$ cat config.mk
export PLATFORM = sky130hd
export DESIGN_NAME = dkong3_obj_dma_flat
export DESIGN_NICKNAME = d
export VERILOG_FILES = /design/src/rtl/dkong3_obj_dma_pkg.sv /design/src/rtl/dkong3_obj_dma_if.sv /design/src/rtl/dkong3_obj_dma_trig.sv /design/src/rtl/dkong3_obj_dma.sv /design/src/flat_wrapper.sv
export SDC_FILE = /design/constraint.sdc
export NUM_CORES = 1
export LEC_CHECK = 0
export BUFFER_PORTS_ARGS = -buffer_cell sky130_fd_sc_hd__buf_2
export CAP_MARGIN = 20
export CORE_AREA = 2 2 71 73
export DETAILED_ROUTE_END_ITERATION = 10
export DIE_AREA = 0 0 73 75
export PLACE_DENSITY = 0.77
export SLEW_MARGIN = 20
export SYNTH_ARGS = -nofsm -noshare
export SYNTH_HDL_FRONTEND = slang
export SYNTH_SLANG_ARGS = --single-unit
export TNS_END_PERCENT = 10
$ cat constraint.sdc
create_clock -name I_CLK_24M -period 2.9 [get_ports I_CLK_24M]
set_clock_uncertainty 0.15 [all_clocks]
set_input_delay 0.145 -clock I_CLK_24M [delete_from_list [all_inputs] [get_ports I_CLK_24M]]
set_output_delay 0.145 -clock I_CLK_24M [all_outputs]
set_load 0.005 [all_outputs]
$ cat src/rtl/dkong3_obj_dma_pkg.sv
// Shared types and constants for the object-table DMA stage.
// The Y-flip constant and helper are consumed only when OBJ_DMA_FLIPY_EN is defined.
package dkong3_obj_dma_pkg;

    localparam int unsigned CNT_W      = 10;
    localparam int unsigned LAT_W      = 2;
    localparam int unsigned SRC_AW     = 16;
    localparam int unsigned OBJ_AW     = 10;
    localparam int unsigned DW         = 8;

    localparam int unsigned      LEN_DEF      = 384;
    localparam logic [SRC_AW-1:0] SRC_BASE_DEF = 16'h7000;
    localparam int unsigned      RD_LAT_DEF   = 1;

    localparam logic [DW-1:0] FLIPY_BASE = 8'd240;

    typedef enum logic [2:0] {
        IDLE,
        REQ,
        READ,
        WAIT,
        WRITE,
        DONE
    } dma_state_t;

    // One object-RAM write beat
    typedef struct packed {
        logic [OBJ_AW-1:0] a;
        logic [DW-1:0]     d;
    } obj_wr_t;

    function automatic logic [DW-1:0] flip_y(input logic [DW-1:0] b);
        return FLIPY_BASE - b;
    endfunction

endpackage

$ cat src/rtl/dkong3_obj_dma_if.sv
// CPU-bus arbitration/read port and object-RAM DMA write port of the object DMA.
interface dkong3_obj_dma_if;
    import dkong3_obj_dma_pkg::*;

    logic              O_BUSRQ;
    logic              I_BUSAK;
    logic [SRC_AW-1:0] O_SRC_A;
    logic              O_SRC_RD;
    logic [DW-1:0]     I_SRC_D;
    logic [OBJ_AW-1:0] O_OBJ_DMA_A;
    logic [DW-1:0]     O_OBJ_DMA_D;
    logic              O_OBJ_DMA_CE;

    modport master (
        output O_BUSRQ, O_SRC_A, O_SRC_RD, O_OBJ_DMA_A, O_OBJ_DMA_D, O_OBJ_DMA_CE,
        input  I_BUSAK, I_SRC_D
    );

    modport slave (
        input  O_BUSRQ, O_SRC_A, O_SRC_RD, O_OBJ_DMA_A, O_OBJ_DMA_D, O_OBJ_DMA_CE,
        output I_BUSAK, I_SRC_D
    );

endinterface

$ cat src/rtl/dkong3_obj_dma_trig.sv
// Trigger detection: CPU write strobe falling edge or auto vblank rising edge,
// folded into a single-level pending flag that the FSM clears when it leaves IDLE.
module dkong3_obj_dma_trig (
    input  logic I_CLK_24M,
    input  logic I_RESETn,
    input  logic I_START_WRn,
    input  logic I_VBLK,
    input  logic I_AUTO,
    input  logic pend_clr,
    output logic pending
);

    logic wrn_q;
    logic vblk_q;
    logic trig_c;

    assign trig_c = (wrn_q & ~I_START_WRn) | (I_AUTO & I_VBLK & ~vblk_q);

    // A fresh trigger wins over a same-cycle clear so it is never dropped
    always_ff @(posedge I_CLK_24M or negedge I_RESETn) begin
        if (!I_RESETn) begin
            wrn_q   <= 1'b1;
            vblk_q  <= 1'b0;
            pending <= 1'b0;
        end else begin
            wrn_q  <= I_START_WRn;
            vblk_q <= I_VBLK;
            if (trig_c) begin
                pending <= 1'b1;
            end else if (pend_clr) begin
                pending <= 1'b0;
            end
        end
    end

endmodule

$ cat src/rtl/dkong3_obj_dma.sv
// Object-table DMA: copies the sprite table from CPU work RAM into object RAM
// under BUSRQ/BUSAK arbitration. Define OBJ_DMA_FLIPY_EN to add I_FLIPY Y-field mirroring.
module dkong3_obj_dma
    import dkong3_obj_dma_pkg::*;
#(
    parameter int unsigned       LEN      = LEN_DEF,
    parameter logic [SRC_AW-1:0] SRC_BASE = SRC_BASE_DEF,
    parameter int unsigned       RD_LAT   = RD_LAT_DEF
) (
    input  logic             I_CLK_24M,
    input  logic             I_RESETn,
    input  logic             I_CE,
    input  logic             I_START_WRn,
    input  logic             I_VBLK,
    input  logic             I_AUTO,
    input  logic             I_BANK,
`ifdef OBJ_DMA_FLIPY_EN
    input  logic             I_FLIPY,
`endif
    dkong3_obj_dma_if.master bus,
    output logic             O_BUSY
);

    localparam logic [CNT_W-1:0] LAST     = CNT_W'(LEN - 1);
    localparam logic [LAT_W-1:0] LAT_INIT = LAT_W'(RD_LAT);

    dma_state_t        state, state_d;
    logic [CNT_W-1:0]  count, count_d;
    logic [LAT_W-1:0]  lat, lat_d;
    logic              bank_l, bank_d;
    logic              flip_l, flip_d;
    logic              pending;
    logic              pend_clr_c;

    logic              busrq, busrq_d;
    logic              busy, busy_d;
    logic              src_rd, src_rd_d;
    logic [SRC_AW-1:0] src_a, src_a_d;
    obj_wr_t           obj, obj_d;
    logic              obj_ce, obj_ce_d;
    logic [DW-1:0]     byte_c;

    dkong3_obj_dma_trig u_trig (
        .I_CLK_24M   (I_CLK_24M),
        .I_RESETn    (I_RESETn),
        .I_START_WRn (I_START_WRn),
        .I_VBLK      (I_VBLK),
        .I_AUTO      (I_AUTO),
        .pend_clr    (pend_clr_c),
        .pending     (pending)
    );

    // State and output registers
    always_ff @(posedge I_CLK_24M or negedge I_RESETn) begin
        if (!I_RESETn) begin
            state  <= IDLE;
            count  <= '0;
            lat    <= '0;
            bank_l <= 1'b0;
            flip_l <= 1'b0;
            busrq  <= 1'b0;
            busy   <= 1'b0;
            src_rd <= 1'b0;
            src_a  <= '0;
            obj    <= '0;
            obj_ce <= 1'b0;
        end else begin
            state  <= state_d;
            count  <= count_d;
            lat    <= lat_d;
            bank_l <= bank_d;
            flip_l <= flip_d;
            busrq  <= busrq_d;
            busy   <= busy_d;
            src_rd <= src_rd_d;
            src_a  <= src_a_d;
            obj    <= obj_d;
            obj_ce <= obj_ce_d;
        end
    end

    // Next state; losing the grant freezes READ/WAIT/WRITE in place
    always_comb begin
        state_d    = state;
        count_d    = count;
        lat_d      = lat;
        bank_d     = bank_l;
        flip_d     = flip_l;
        pend_clr_c = 1'b0;
        if (I_CE) begin
            case (state)
                IDLE: begin
                    if (pending) begin
                        state_d    = REQ;
                        count_d    = '0;
                        bank_d     = I_BANK;
`ifdef OBJ_DMA_FLIPY_EN
                        flip_d     = I_FLIPY;
`else
                        flip_d     = 1'b0;
`endif
                        pend_clr_c = 1'b1;
                    end
                end
                REQ: begin
                    if (bus.I_BUSAK) state_d = READ;
                end
                READ: begin
                    if (bus.I_BUSAK) begin
                        state_d = WAIT;
                        lat_d   = LAT_INIT;
                    end
                end
                WAIT: begin
                    if (bus.I_BUSAK) begin
                        if (lat == LAT_W'(1)) state_d = WRITE;
                        lat_d = lat - LAT_W'(1);
                    end
                end
                WRITE: begin
                    if (bus.I_BUSAK) begin
                        if (count == LAST) begin
                            state_d = DONE;
                        end else begin
                            count_d = count + CNT_W'(1);
                            state_d = READ;
                        end
                    end
                end
                DONE:    state_d = IDLE;
                default: state_d = IDLE;
            endcase
        end
    end

    // Next values of the registered outputs; the write beat fires on WAIT->WRITE
    always_comb begin
        busrq_d  = (state_d != IDLE) && (state_d != DONE);
        busy_d   = busrq_d;
        src_rd_d = (state_d == READ) && bus.I_BUSAK;
        src_a_d  = src_a;
        obj_d    = obj;
        obj_ce_d = 1'b0;
        byte_c   = bus.I_SRC_D;
        if (flip_l && (count[1:0] == 2'b00)) byte_c = flip_y(bus.I_SRC_D);
        if (state_d == READ) src_a_d = SRC_BASE + SRC_AW'(count_d);
        if ((state == WAIT) && (state_d == WRITE)) begin
            obj_d.a  = {bank_l, count[8:0]};
            obj_d.d  = byte_c;
            obj_ce_d = 1'b1;
        end
    end

    assign bus.O_BUSRQ      = busrq;
    assign bus.O_SRC_RD     = src_rd;
    assign bus.O_SRC_A      = src_a;
    assign bus.O_OBJ_DMA_A  = obj.a;
    assign bus.O_OBJ_DMA_D  = obj.d;
    assign bus.O_OBJ_DMA_CE = obj_ce;
    assign O_BUSY           = busy;

endmodule

$ cat src/flat_wrapper.sv
// flat-port wrapper written by rule: the top's interface ports become plain ports
module dkong3_obj_dma_flat import dkong3_obj_dma_pkg::*;
#(
    parameter int unsigned       LEN      = LEN_DEF,
    parameter logic [SRC_AW-1:0] SRC_BASE = SRC_BASE_DEF,
    parameter int unsigned       RD_LAT   = RD_LAT_DEF
)
  (I_CLK_24M, I_RESETn, I_CE, I_START_WRn, I_VBLK, I_AUTO, I_BANK, O_BUSY, bus_O_BUSRQ, bus_O_SRC_A, bus_O_SRC_RD, bus_O_OBJ_DMA_A, bus_O_OBJ_DMA_D, bus_O_OBJ_DMA_CE, bus_I_BUSAK, bus_I_SRC_D);
  dkong3_obj_dma_if bus_i ();
  input  logic I_CLK_24M;
  input  logic I_RESETn;
  input  logic I_CE;
  input  logic I_START_WRn;
  input  logic I_VBLK;
  input  logic I_AUTO;
  input  logic I_BANK;
  output logic O_BUSY;
  output wire logic [$bits(bus_i.O_BUSRQ)-1:0] bus_O_BUSRQ;
  output wire logic [$bits(bus_i.O_SRC_A)-1:0] bus_O_SRC_A;
  output wire logic [$bits(bus_i.O_SRC_RD)-1:0] bus_O_SRC_RD;
  output wire logic [$bits(bus_i.O_OBJ_DMA_A)-1:0] bus_O_OBJ_DMA_A;
  output wire logic [$bits(bus_i.O_OBJ_DMA_D)-1:0] bus_O_OBJ_DMA_D;
  output wire logic [$bits(bus_i.O_OBJ_DMA_CE)-1:0] bus_O_OBJ_DMA_CE;
  input wire logic [$bits(bus_i.I_BUSAK)-1:0] bus_I_BUSAK;
  input wire logic [$bits(bus_i.I_SRC_D)-1:0] bus_I_SRC_D;
  assign bus_O_BUSRQ = bus_i.O_BUSRQ;
  assign bus_O_SRC_A = bus_i.O_SRC_A;
  assign bus_O_SRC_RD = bus_i.O_SRC_RD;
  assign bus_O_OBJ_DMA_A = bus_i.O_OBJ_DMA_A;
  assign bus_O_OBJ_DMA_D = bus_i.O_OBJ_DMA_D;
  assign bus_O_OBJ_DMA_CE = bus_i.O_OBJ_DMA_CE;
  assign bus_i.I_BUSAK = bus_I_BUSAK;
  assign bus_i.I_SRC_D = bus_I_SRC_D;
  dkong3_obj_dma #(.LEN(LEN), .SRC_BASE(SRC_BASE), .RD_LAT(RD_LAT)) u_core (.I_CLK_24M(I_CLK_24M), .I_RESETn(I_RESETn), .I_CE(I_CE), .I_START_WRn(I_START_WRn), .I_VBLK(I_VBLK), .I_AUTO(I_AUTO), .I_BANK(I_BANK), .bus(bus_i), .O_BUSY(O_BUSY));
endmodule
==> results of run 1 <==
[flip-flops by register name, indices dropped and copies added (netlist names)]
signal / flops
u_core.bus.O_OBJ_DMA_A: 10
u_core.count: 10
u_core.bus.O_OBJ_DMA_CE: 1
u_core.bus.O_SRC_A: 11
u_core.bus.O_BUSRQ: 1
u_core.u_trig.wrn_q: 1
u_core.lat: 2
u_core.bus.O_SRC_RD: 1
u_core.bus.O_OBJ_DMA_D: 8
u_core.u_trig.pending: 1
u_core.state: 3
u_core.u_trig.vblk_q: 1
u_core.bank_l: 1
[cell type report]
class / count / share of cell area
Clock buffer: 5 / 0.0239
Clock inverter: 3 / 0.00912
Inverter: 7 / 0.00912
Multi-Input combinational cell: 128 / 0.353
Sequential cell: 51 / 0.444
Tap cell: 54 / 0.0235
Timing Repair Buffer: 65 / 0.138
[per-layer routing]
| metal | vias up | part of all wire |
|---|---|---|
| li1 | 838 | - |
| met1 | 840 | 0.43 |
| met2 | 62 | 0.49 |
| met3 | 8 | 0.063 |
| met4 | 0 | 0.016 |
| met5 | - | 0 |
[worst max-delay path: stages, from the launching register on]
cell and delay (ns):
dfrtp_1 0.45, ha_1 0.31, nand2_1 0.14, nor2_1 0.09, and3_1 0.24, nor4_4 0.73
mux2_2 0.41
[metrics by stage]
| step | worst slack (ns) | std cells | area, um2 | hold slack [ns] |
|---|---|---|---|---|
| 6_report | 0.269 | 313 | 2880 | 0.0393 |
| 5_1_grt | 0.0660 | 313 | 2880 | 0.0419 |
| 4_1_cts | 0.219 | 313 | 2880 | 0.0324 |
| 3_5_place_dp | 0.244 | 292 | 2650 | 0.114 |
| 3_3_place_gp | 0.300 | 292 | 2650 | 0.110 |
| 2_1_floorplan | 0.707 | 199 | 2410 | -0.301 |
[synth_stat cells, drive strengths merged (4+ instances only)]
library cell	instances
buf	12
nand3	8
inv	7
dfrtp	50
nor2	5
and3	4
nor3	5
mux2	32
o21ai	7
nand2	18
a31oi	4
[power by group through the flow]
stage	combinational (mW)	clock [mW]	sequential, mW
final	0.737	0.422	1.10
after global routing	0.821	0.467	1.14
after CTS	0.746	0.437	1.10
after global placement	0.710	0	1.11
after detailed placement	0.731	0	1.11
after floorplan	0.557	0	1.05
[logic make-up after synthesis]
logic type / synth area share
adder cells (fa/ha/maj): 0.0104
multiplexers: 0.157
AO/OA/AOI/OAI: 0.112
flip-flops: 0.531
buffers and inverters: 0.0489
other: 0.00156
AND/OR/NAND/NOR: 0.138
[worst paths after layout]
check / endpoint / slack (ns) / depth (start not counted)
min in group asynchronous: u_core.lat[1] / 0.24 / 2
max reg2reg: u_core.bus.O_SRC_A[0] / 0.27 / 6
min reg2reg: u_core.u_trig.pending / 0.34 / 1
max in group asynchronous: u_core.bus.O_OBJ_DMA_A[1] / 1.96 / 2
max: u_core.bus.O_SRC_A[0] / 0.27 / 6
min: u_core.bus.O_SRC_RD / 0.04 / 2
==> Implementation_results.wiki, run 1 <==
{| class="wikitable"
! Metric !! Value
|-
| Run status || complete, no violations
|-
| Initial antenna violation count || 0
|-
| Finish-stage setup viols || 0
|-
| Max-slew violation total from the final report || 0
|-
| Cell-internal power || 1.48 mW
|-
| # clock sinks || 51
|-
| Yosys Warn Count || 0
|-
| Most common library cell in the layout ignoring fill and taps || dfrtp_1
|-
| Post-Syn Area || 2400 um2
|-
| Crit start category || register
|-
| Count of hold buffers inserted by post-cts repair || 13
|-
| GRT Max-Usage Layer || met2
|-
| Endpoint kind of the worst setup timing path || register
|-
| Footprint of the multi-input gates || 1020 um2
|-
| Count of distinct cell types in the synthesized netlist || 50
|-
| Min-Delay Startpoint || bus_I_BUSAK
|-
| Number of cells upsized or downsized after cts || 0
|-
| Global routing usage on met2 || 0.303
|-
| Root Buffer || clkbuf_8
|-
| Slew margin rel. || 0.460
|-
| Via-to-Cell Ratio || 5.58
|-
| Fraction of synthesized cell area taken by the top area cell type || 0.521
|-
| Met3 usage in global routing || 0.0482
|-
| Total congestion overflow || 0
|-
| Sequential share of power || 0.487
|-
| H-tree lvl count || 2
|-
| Aggregate routed wire length || 4520 um
|-
| Maximum number of buffers from clock root to sink || 2
|-
| Relative contribution of combinational cells to total power || 0.326
|-
| Number of global-route vias before repair || 1678
|-
| Total of flip-flops plus latches after synthesis || 51
|-
| Largest net degree at the start of global routing || 52
|-
| Count of filler cells inserted in the layout || 361
|-
| Arr. time, crit path || 2.67 ns
|-
| Core footprint || 4660 um2
|-
| Vias after detailed routing || 1748
|-
| Standard-cell row count || 25
|-
| RSZ-0062 raised after global routing || false
|-
| Die Y-Extent || 75 um
|-
| Peak ir drop on the vdd network || 0.000513 V
|-
| Number of setup buffers added after CTS || 0
|-
| Period utilization || 0.907
|-
| Path type of the worst setup path || register to register
|-
| Die ar. || 5480 um2
|-
| Utilization after layout || 0.618
|-
| Total global-route track usage || 0.186
|-
| I/O pin count || 54
|-
| Sequential cell area || 1280 um2
|-
| Synth async-reset ratio || 1.00
|-
| Antenna Nets Post-Route || 0
|-
| Req. time, crit path || 2.94 ns
|-
| Pleak || 1.39 nW
|-
| CTS tree || yes
|-
| EDFF count, synth || 0
|-
| Portion of total power attributed to the clock network || 0.187
|-
| Fraction of power spent switching nets || 0.345
|-
| Clock slew at the register clock pins of the worst setup and hold paths || 0.10 ns
|-
| Chip Width || 73 um
|-
| Post-Syn Instances || 197
|-
| DRT Pass-1 Iters || 4
|-
| First element of the critical path || u_core.count[0]
|-
| Number of antenna cells inserted || 0
|-
| Worst reg2reg startpoint || u_core.count[0]
|-
| Total DRC errors in the routed layout || 0
|-
| Proportion of layout cells with a drive suffix above 1 || 0.390
|-
| Max capacitance violation total || 0
|-
| Actual transition at the worst max-transition pin || 0.804 ns
|-
| Clock latency reported for the late side of the worst-skew pair || 0.31 ns
|-
| Final-report hold violation count || 0
|-
| Portion of the post-synthesis area used by sequential elements || 0.531
|-
| Tightest Hold Check Type || input pin to register
|-
| Port Buffers || 50
|-
| Power per standard cell area || 785 nW/um2
|-
| Final critical-path required period || 2.63 ns
|-
| HPWL Detailed || 3130 um
|-
| Setup TNS Final || 0 ns
|-
| Grt met1 use || 0.240
|-
| First DRT Iteration DRCs || 59
|-
| Final Net Count || 276
|-
| First-pass GRT wire length || 7730 um
|-
| Post-layout power || 2.26 mW
|-
| Synthesis-to-finish area growth || 19.8%
|-
| Flip-flop cell with the highest count after synthesis || dfrtp_1
|-
| Routability cong. || 0.880
|-
| Initial cell density of the core || 0.516
|-
| Net load switching power || 0.780 mW
|-
| Top cell type by total area after synthesis || dfrtp_1
|-
| Mean instance size in the synthesized netlist || 12.2 um2
|-
| Fmax || 0.380 GHz
|-
| Per-cell routed wire length || 14.4 um
|-
| Commonest cells after routing, fill and taps aside || 50 x dfrtp_1, 49 x buf_2, 23 x mux2_2
|-
| Top cells by area, synth || dfrtp_1 52%, mux2_2 11%, mux2_1 3.3%
|-
| Number of CTS-inserted buffers || 5
|-
| Worst-path fanout max || 12
|}
Note: power is estimated with default switching activity, not from simulation.
==> run 2: changes to the inputs <==
--- a/config.mk
+++ b/config.mk
@@ -7,10 +7,10 @@
 export LEC_CHECK = 0
 export BUFFER_PORTS_ARGS = -buffer_cell sky130_fd_sc_hd__buf_2
 export CAP_MARGIN = 20
-export CORE_AREA = 2 2 71 73
+export CORE_AREA = 2 2 70 72
 export DETAILED_ROUTE_END_ITERATION = 10
-export DIE_AREA = 0 0 73 75
-export PLACE_DENSITY = 0.77
+export DIE_AREA = 0 0 72 74
+export PLACE_DENSITY = 0.79
 export SLEW_MARGIN = 20
 export SYNTH_ARGS = -nofsm -noshare
 export SYNTH_HDL_FRONTEND = slang
==> constraint.sdc (replaced) <==
create_clock -name I_CLK_24M -period 3.4 [get_ports I_CLK_24M]
set_clock_uncertainty 0.15 [all_clocks]
set_input_delay 0.17 -clock I_CLK_24M [delete_from_list [all_inputs] [get_ports I_CLK_24M]]
set_output_delay 0.17 -clock I_CLK_24M [all_outputs]
set_load 0.005 [all_outputs]
==> run 2 against run 1 <==
  * Sequential power fell by 15%
  * Via count fell by 0.92%
  * Worst hold slack got worse by 0.030 ns
  * Critical path type unchanged
  * Sequential cell count stayed put
  * Die area shrank 2.7%
  * First-iteration DRC count is 140% higher
  * Largest power group unchanged
  * Register-to-register slack better by 0.44 ns
  * Final cell count down 0.64%
  * Combinational power is 15% lower
  * Global-route usage rose by 0.83 points
==> Implementation_results.wiki, run 2 (synthesized netlist as in run 1, its figures left out) <==
{| class="wikitable"
! Metric !! Value
|-
| Total DRC errors in the routed layout || 0
|-
| Vias after detailed routing || 1732
|-
| Tightest Hold Check Type || input pin to register
|-
| HPWL Detailed || 3150 um
|-
| Maximum number of buffers from clock root to sink || 2
|-
| Endpoint kind of the worst setup timing path || register
|-
| Commonest cells after routing, fill and taps aside || 50 x dfrtp_1, 49 x buf_2, 23 x mux2_2
|-
| Utilization after layout || 0.627
|-
| Antenna Nets Post-Route || 0
|-
| Arr. time, crit path || 2.74 ns
|-
| Via-to-Cell Ratio || 5.57
|-
| Final-report hold violation count || 0
|-
| Path type of the worst setup path || register to register
|-
| Period utilization || 0.793
|-
| Synthesis-to-finish area growth || 19.9%
|-
| Post-layout power || 2.00 mW
|-
| I/O pin count || 54
|-
| Number of CTS-inserted buffers || 5
|-
| Pleak || 1.39 nW
|-
| Most common library cell in the layout ignoring fill and taps || dfrtp_1
|-
| Number of setup buffers added after CTS || 0
|-
| RSZ-0062 raised after global routing || false
|-
| Aggregate routed wire length || 4730 um
|-
| Chip Width || 72 um
|-
| Worst-path fanout max || 12
|-
| Clock latency reported for the late side of the worst-skew pair || 0.30 ns
|-
| Core footprint || 4600 um2
|-
| Final critical-path required period || 2.69 ns
|-
| Slew margin rel. || 0.417
|-
| # clock sinks || 51
|-
| Standard-cell row count || 25
|-
| Final Net Count || 274
|-
| Die ar. || 5330 um2
|-
| Fmax || 0.371 GHz
|-
| Die Y-Extent || 74 um
|-
| H-tree lvl count || 2
|-
| Setup TNS Final || 0 ns
|-
| Initial antenna violation count || 0
|-
| First-pass GRT wire length || 8070 um
|-
| Root Buffer || clkbuf_8
|-
| Finish-stage setup viols || 0
|-
| Actual transition at the worst max-transition pin || 0.867 ns
|-
| Largest net degree at the start of global routing || 52
|-
| Number of antenna cells inserted || 0
|-
| Number of flip-flops under the largest register name || 11
|-
| Peak ir drop on the vdd network || 0.000416 V
|-
| Max capacitance violation total || 0
|-
| Hold Slack || 0.00922 ns
|-
| DP Area || 2650 um2
|-
| Clock slew at the register clock pins of the worst setup and hold paths || 0.09 ns
|-
| Max-slew violation total from the final report || 0
|-
| Number of global-route vias before repair || 1753
|-
| DRT Pass-1 Iters || 4
|-
| Req. time, crit path || 3.44 ns
|-
| Total global-route track usage || 0.194
|-
| Port Buffers || 50
|-
| Count of filler cells inserted in the layout || 362
|-
| Crit start category || register
|-
| CTS tree || yes
|-
| Initial cell density of the core || 0.523
|-
| Layout Cell Area excl Fill || 2880 um2
|-
| Run status || complete, no violations
|-
| Proportion of layout cells with a drive suffix above 1 || 0.389
|-
| Routability cong. || 0.873
|-
| First DRT Iteration DRCs || 142
|-
| Per-cell routed wire length || 15.2 um
|-
| Power per standard cell area || 693 nW/um2
|-
| Total congestion overflow || 0
|}
run 2: changes by cell type in the layout (fill, tap and decap cells not counted):
cell | previous run | this run
clkinv_4 | 1 | 0
inv_6 | 2 | 1
bufinv_16 | 0 | 1
dlygate4sd3_1 | 13 | 12
buf_4 | 3 | 2
clkinvlp_4 | 0 | 1
run 2: area by class of cell:
type | instances | area [um2] | area share
clock buffer | 5 | 68.8 | 0.0239
clock inverter | 3 | 46.3 | 0.0161
inverter | 7 | 26.3 | 0.00911
multi-input combinational | 128 | 1020 | 0.352
sequential | 51 | 1280 | 0.443
tap | 54 | 67.6 | 0.0234
timing repair buffer | 63 | 380 | 0.132
run 2: path summary, 6_finish.rpt:
| kind | cells after the start | slack (ns) | startpoint | to |
|---|---|---|---|---|
| hold / removal | 3 | 0.009 | I_AUTO | u_core.u_trig.pending |
| hold reg to reg | 1 | 0.34 | u_core.u_trig.vblk_q | u_core.u_trig.pending |
| min in group asynchronous | 2 | 0.26 | I_RESETn | u_core.lat[1] |
| setup / recovery | 6 | 0.71 | u_core.count[0] | u_core.bus.O_SRC_A[1] |
| max in group asynchronous | 2 | 2.42 | I_RESETn | u_core.bus.O_SRC_A[2] |
| setup reg to reg | 6 | 0.71 | u_core.count[0] | u_core.bus.O_SRC_A[1] |
run 2: layer usage:
metal  up-vias  part of all wire  global-route usage
li1        826                 -                   -
met3         7             0.062              0.0420
met5         -                 0                   0
met4         0            0.0095              0.0713
met2        58              0.47               0.307
met1       841              0.46               0.268
run 2: power breakdown:
group	switching, mW	internal [mW]
registers	0.162	0.775
clock network	0.210	0.222
logic	0.299	0.329
run 2: stage by stage:
step	cells	worst slack, ns
after floorplan	199	1.21
after global placement	291	0.807
after detailed placement	291	0.723
after CTS	311	0.702
after global routing	311	0.523
final	311	0.705
run 2: repair_timing:
action	4_1_cts	5_1_grt
hold endpoints to repair	62	0
hold buffers	12	0
resized for setup	0	0
run 2: worst max-delay path: stages, from the launching register on:
cell     delay, ns
dfrtp_1       0.45
ha_1          0.30
nand2_1       0.15
nor2_1        0.09
and3_1        0.25
nor4_4        0.78
mux2_2        0.41
==> run 3: changes to the inputs <==
--- a/config.mk
+++ b/config.mk
@@ -7,10 +7,10 @@
 export LEC_CHECK = 0
 export BUFFER_PORTS_ARGS = -buffer_cell sky130_fd_sc_hd__buf_2
 export CAP_MARGIN = 20
-export CORE_AREA = 2 2 70 72
+export CORE_AREA = 2 2 71 73
 export DETAILED_ROUTE_END_ITERATION = 10
-export DIE_AREA = 0 0 72 74
-export PLACE_DENSITY = 0.79
+export DIE_AREA = 0 0 73 75
+export PLACE_DENSITY = 0.77
 export SLEW_MARGIN = 20
 export SYNTH_ARGS = -nofsm -noshare
 export SYNTH_HDL_FRONTEND = slang
==> constraint.sdc (replaced) <==
create_clock -name I_CLK_24M -period 2.55 [get_ports I_CLK_24M]
set_clock_uncertainty 0.15 [all_clocks]
set_input_delay 0.1275 -clock I_CLK_24M [delete_from_list [all_inputs] [get_ports I_CLK_24M]]
set_output_delay 0.1275 -clock I_CLK_24M [all_outputs]
set_load 0.005 [all_outputs]
==> run 3 against run 2 <==
  * Die area grew 2.8%
  * Sequential power grew 27%
  * Design area grew 5.9%
  * Global-route usage grew 0.38 points
  * Clock power grew 37%
  * Clock-buffer cell count grew 1
  * Utilization grew 2.8 points
  * Critical path depth is the same
  * Worst hold slack gained 0.021 ns
  * Final cell count grew 6.1%
  * Worst setup slack lost 0.46 ns
  * Register-to-register slack lost 0.46 ns
  * Critical endpoint is now u_core.bus.O_SRC_A[5]
  * Highest routed layer unchanged
==> Implementation_results.wiki, run 3 (synthesized netlist as in run 1, its figures left out) <==
{| class="wikitable"
! Metric !! Value
|-
| First-pass GRT wire length || 8220 um
|-
| RSZ-0062 raised after global routing || false
|-
| Run status || complete, no violations
|-
| Path type of the worst setup path || register to register
|-
| Global routing usage on met2 || 0.341
|-
| Port Buffers || 50
|-
| Count of filler cells inserted in the layout || 336
|-
| Highest-delay cell along the critical path || dfrtp_1
|-
| Setup Slack @ Placement || -0.0138 ns
|-
| DRT Pass-1 Iters || 4
|-
| Number of cells upsized or downsized after cts || 0
|-
| Setup TNS Final || 0 ns
|-
| GRT Max-Usage Layer || met2
|-
| Die ar. || 5480 um2
|-
| Req. time, crit path || 2.59 ns
|-
| Number of CTS-inserted buffers || 5
|-
| Initial cell density of the core || 0.516
|-
| I/O pin count || 54
|-
| Max capacitance violation total || 0
|-
| Tightest Hold Check Type || input pin to register
|-
| Slew margin rel. || 0.491
|-
| Via-to-Cell Ratio || 5.52
|-
| Cell type group with the largest total delay on the critical path || compound AO/OA/AOI/OAI gates
|-
| Total congestion overflow || 0
|-
| Die Y-Extent || 75 um
|-
| Synthesis-to-finish area growth || 27.0%
|-
| Worst path max stage delay || 0.43 ns
|-
| Largest net degree at the start of global routing || 45
|-
| # clock sinks || 51
|-
| Fmax || 0.435 GHz
|-
| Max-slew violation total from the final report || 0
|-
| Clock slew at the register clock pins of the worst setup and hold paths || 0.09 ns
|-
| Number of antenna cells inserted || 0
|-
| CP Buf/Inv Count || 1
|-
| CTS tree || yes
|-
| Core footprint || 4660 um2
|-
| Final Net Count || 293
|-
| Cells along the critical path || ha_1, a31oi_4, o221ai_2, nor4_4, buf_4, mux2_1
|-
| Met3 usage in global routing || 0.0402
|-
| Antenna Nets Post-Route || 0
|-
| Root Buffer || clkbuf_8
|-
| Total global-route track usage || 0.198
|-
| Number of global-route vias before repair || 1800
|-
| Endpoint kind of the worst setup timing path || register
|-
| Period utilization || 0.902
|-
| Arr. time, crit path || 2.34 ns
|-
| Commonest cells after routing, fill and taps aside || 50 x buf_2, 50 x dfrtp_1, 23 x mux2_2
|-
| Actual transition at the worst max-transition pin || 0.755 ns
|-
| Peak ir drop on the vdd network || 0.000685 V
|-
| H-tree lvl count || 2
|-
| First DRT Iteration DRCs || 107
|-
| Power per standard cell area || 930 nW/um2
|-
| Inst Count DP || 306
|-
| Aggregate routed wire length || 5100 um
|-
| Initial antenna violation count || 0
|-
| Crit start category || register
|-
| Layout Cells excl Fill || 330
|-
| Final critical-path required period || 2.30 ns
|-
| Worst-path fanout max || 7
|-
| Per-cell routed wire length || 15.5 um
|-
| Finish-stage setup viols || 0
|-
| Setup ws final || 0.249 ns
|-
| Clock latency reported for the late side of the worst-skew pair || 0.31 ns
|-
| Number of flip-flops under the largest register name || 11
|-
| Grt met1 use || 0.240
|-
| HPWL Detailed || 3560 um
|-
| Maximum number of buffers from clock root to sink || 2
|-
| Chip Width || 73 um
|-
| Pleak || 1.49 nW
|-
| Proportion of layout cells with a drive suffix above 1 || 0.428
|-
| Vias after detailed routing || 1822
|-
| Final-report hold violation count || 0
|-
| Routability cong. || 0.880
|-
| Total DRC errors in the routed layout || 0
|-
| Standard-cell row count || 25
|}
run 3: cell count changes in the layout (fill, tap and decap cells not counted):
cell | before | now
buf_4 | 2 | 18
buf_16 | 0 | 1
buf_2 | 49 | 50
clkbuf_8 | 5 | 6
clkinvlp_4 | 1 | 0
dlygate4sd3_1 | 12 | 13
run 3: stage by stage:
stage                     power, mW  hold WS [ns]  cell area (um2)   util
after floorplan                1.83        -0.318             2410      -
after global placement         2.15        0.0939             2760  0.592
after detailed placement       2.20        0.0981             2760  0.592
after CTS                      2.84        0.0124             3020  0.649
after global routing           3.00        0.0414             3050  0.655
final                          2.84        0.0301             3050  0.655
run 3: area by class of cell:
class | count | area (um2) | share of cell area
well taps | 54 | 67.6 | 0.0221
clock inverters | 2 | 38.8 | 0.0127
multi-input cells | 128 | 1020 | 0.333
repair buffers | 82 | 543 | 0.178
flip-flops and latches | 51 | 1280 | 0.419
inverters | 7 | 26.3 | 0.00861
clock buffers | 6 | 82.6 | 0.0271
run 3: worst paths after layout:
| kind | to | depth (start not counted) | from | slack, ns |
|---|---|---|---|---|
| setup / recovery | u_core.bus.O_SRC_A[5] | 6 | u_core.count[1] | 0.25 |
| hold / removal | u_core.bus.O_SRC_RD | 2 | bus_I_BUSAK | 0.03 |
| setup reg to reg | u_core.bus.O_SRC_A[5] | 6 | u_core.count[1] | 0.25 |
| hold reg to reg | u_core.u_trig.pending | 1 | u_core.u_trig.vblk_q | 0.34 |
| max in group asynchronous | u_core.bus.O_OBJ_DMA_D[2] | 4 | I_RESETn | 1.43 |
| min in group asynchronous | u_core.count[4] | 2 | I_RESETn | 0.15 |
run 3: what timing repair did:
action                                 in CTS  in global routing
setup endpoints to repair                   3                  0
endpoints found under the hold margin      54                  0
hold buffers                               13                  0
buffers inserted                            2                  0
run 3: power breakdown:
| group | switching [mW] | internal (mW) |
|---|---|---|
| combinational | 0.501 | 0.553 |
| clock | 0.270 | 0.323 |
| sequential | 0.155 | 1.04 |
run 3: worst reg2reg max path, cell delays in order, from the launching register on:
cell,delay (ns)
dfrtp_1,0.43
ha_1,0.29
a31oi_4,0.27
o221ai_2,0.21
nor4_4,0.30
buf_4,0.21
mux2_1,0.33
run 3: layer usage:
layer / wire length [um] / part of all wire
met3: 252 / 0.049
met4: 110 / 0.022
met1: 2150 / 0.42
met5: 0 / 0
met2: 2590 / 0.51
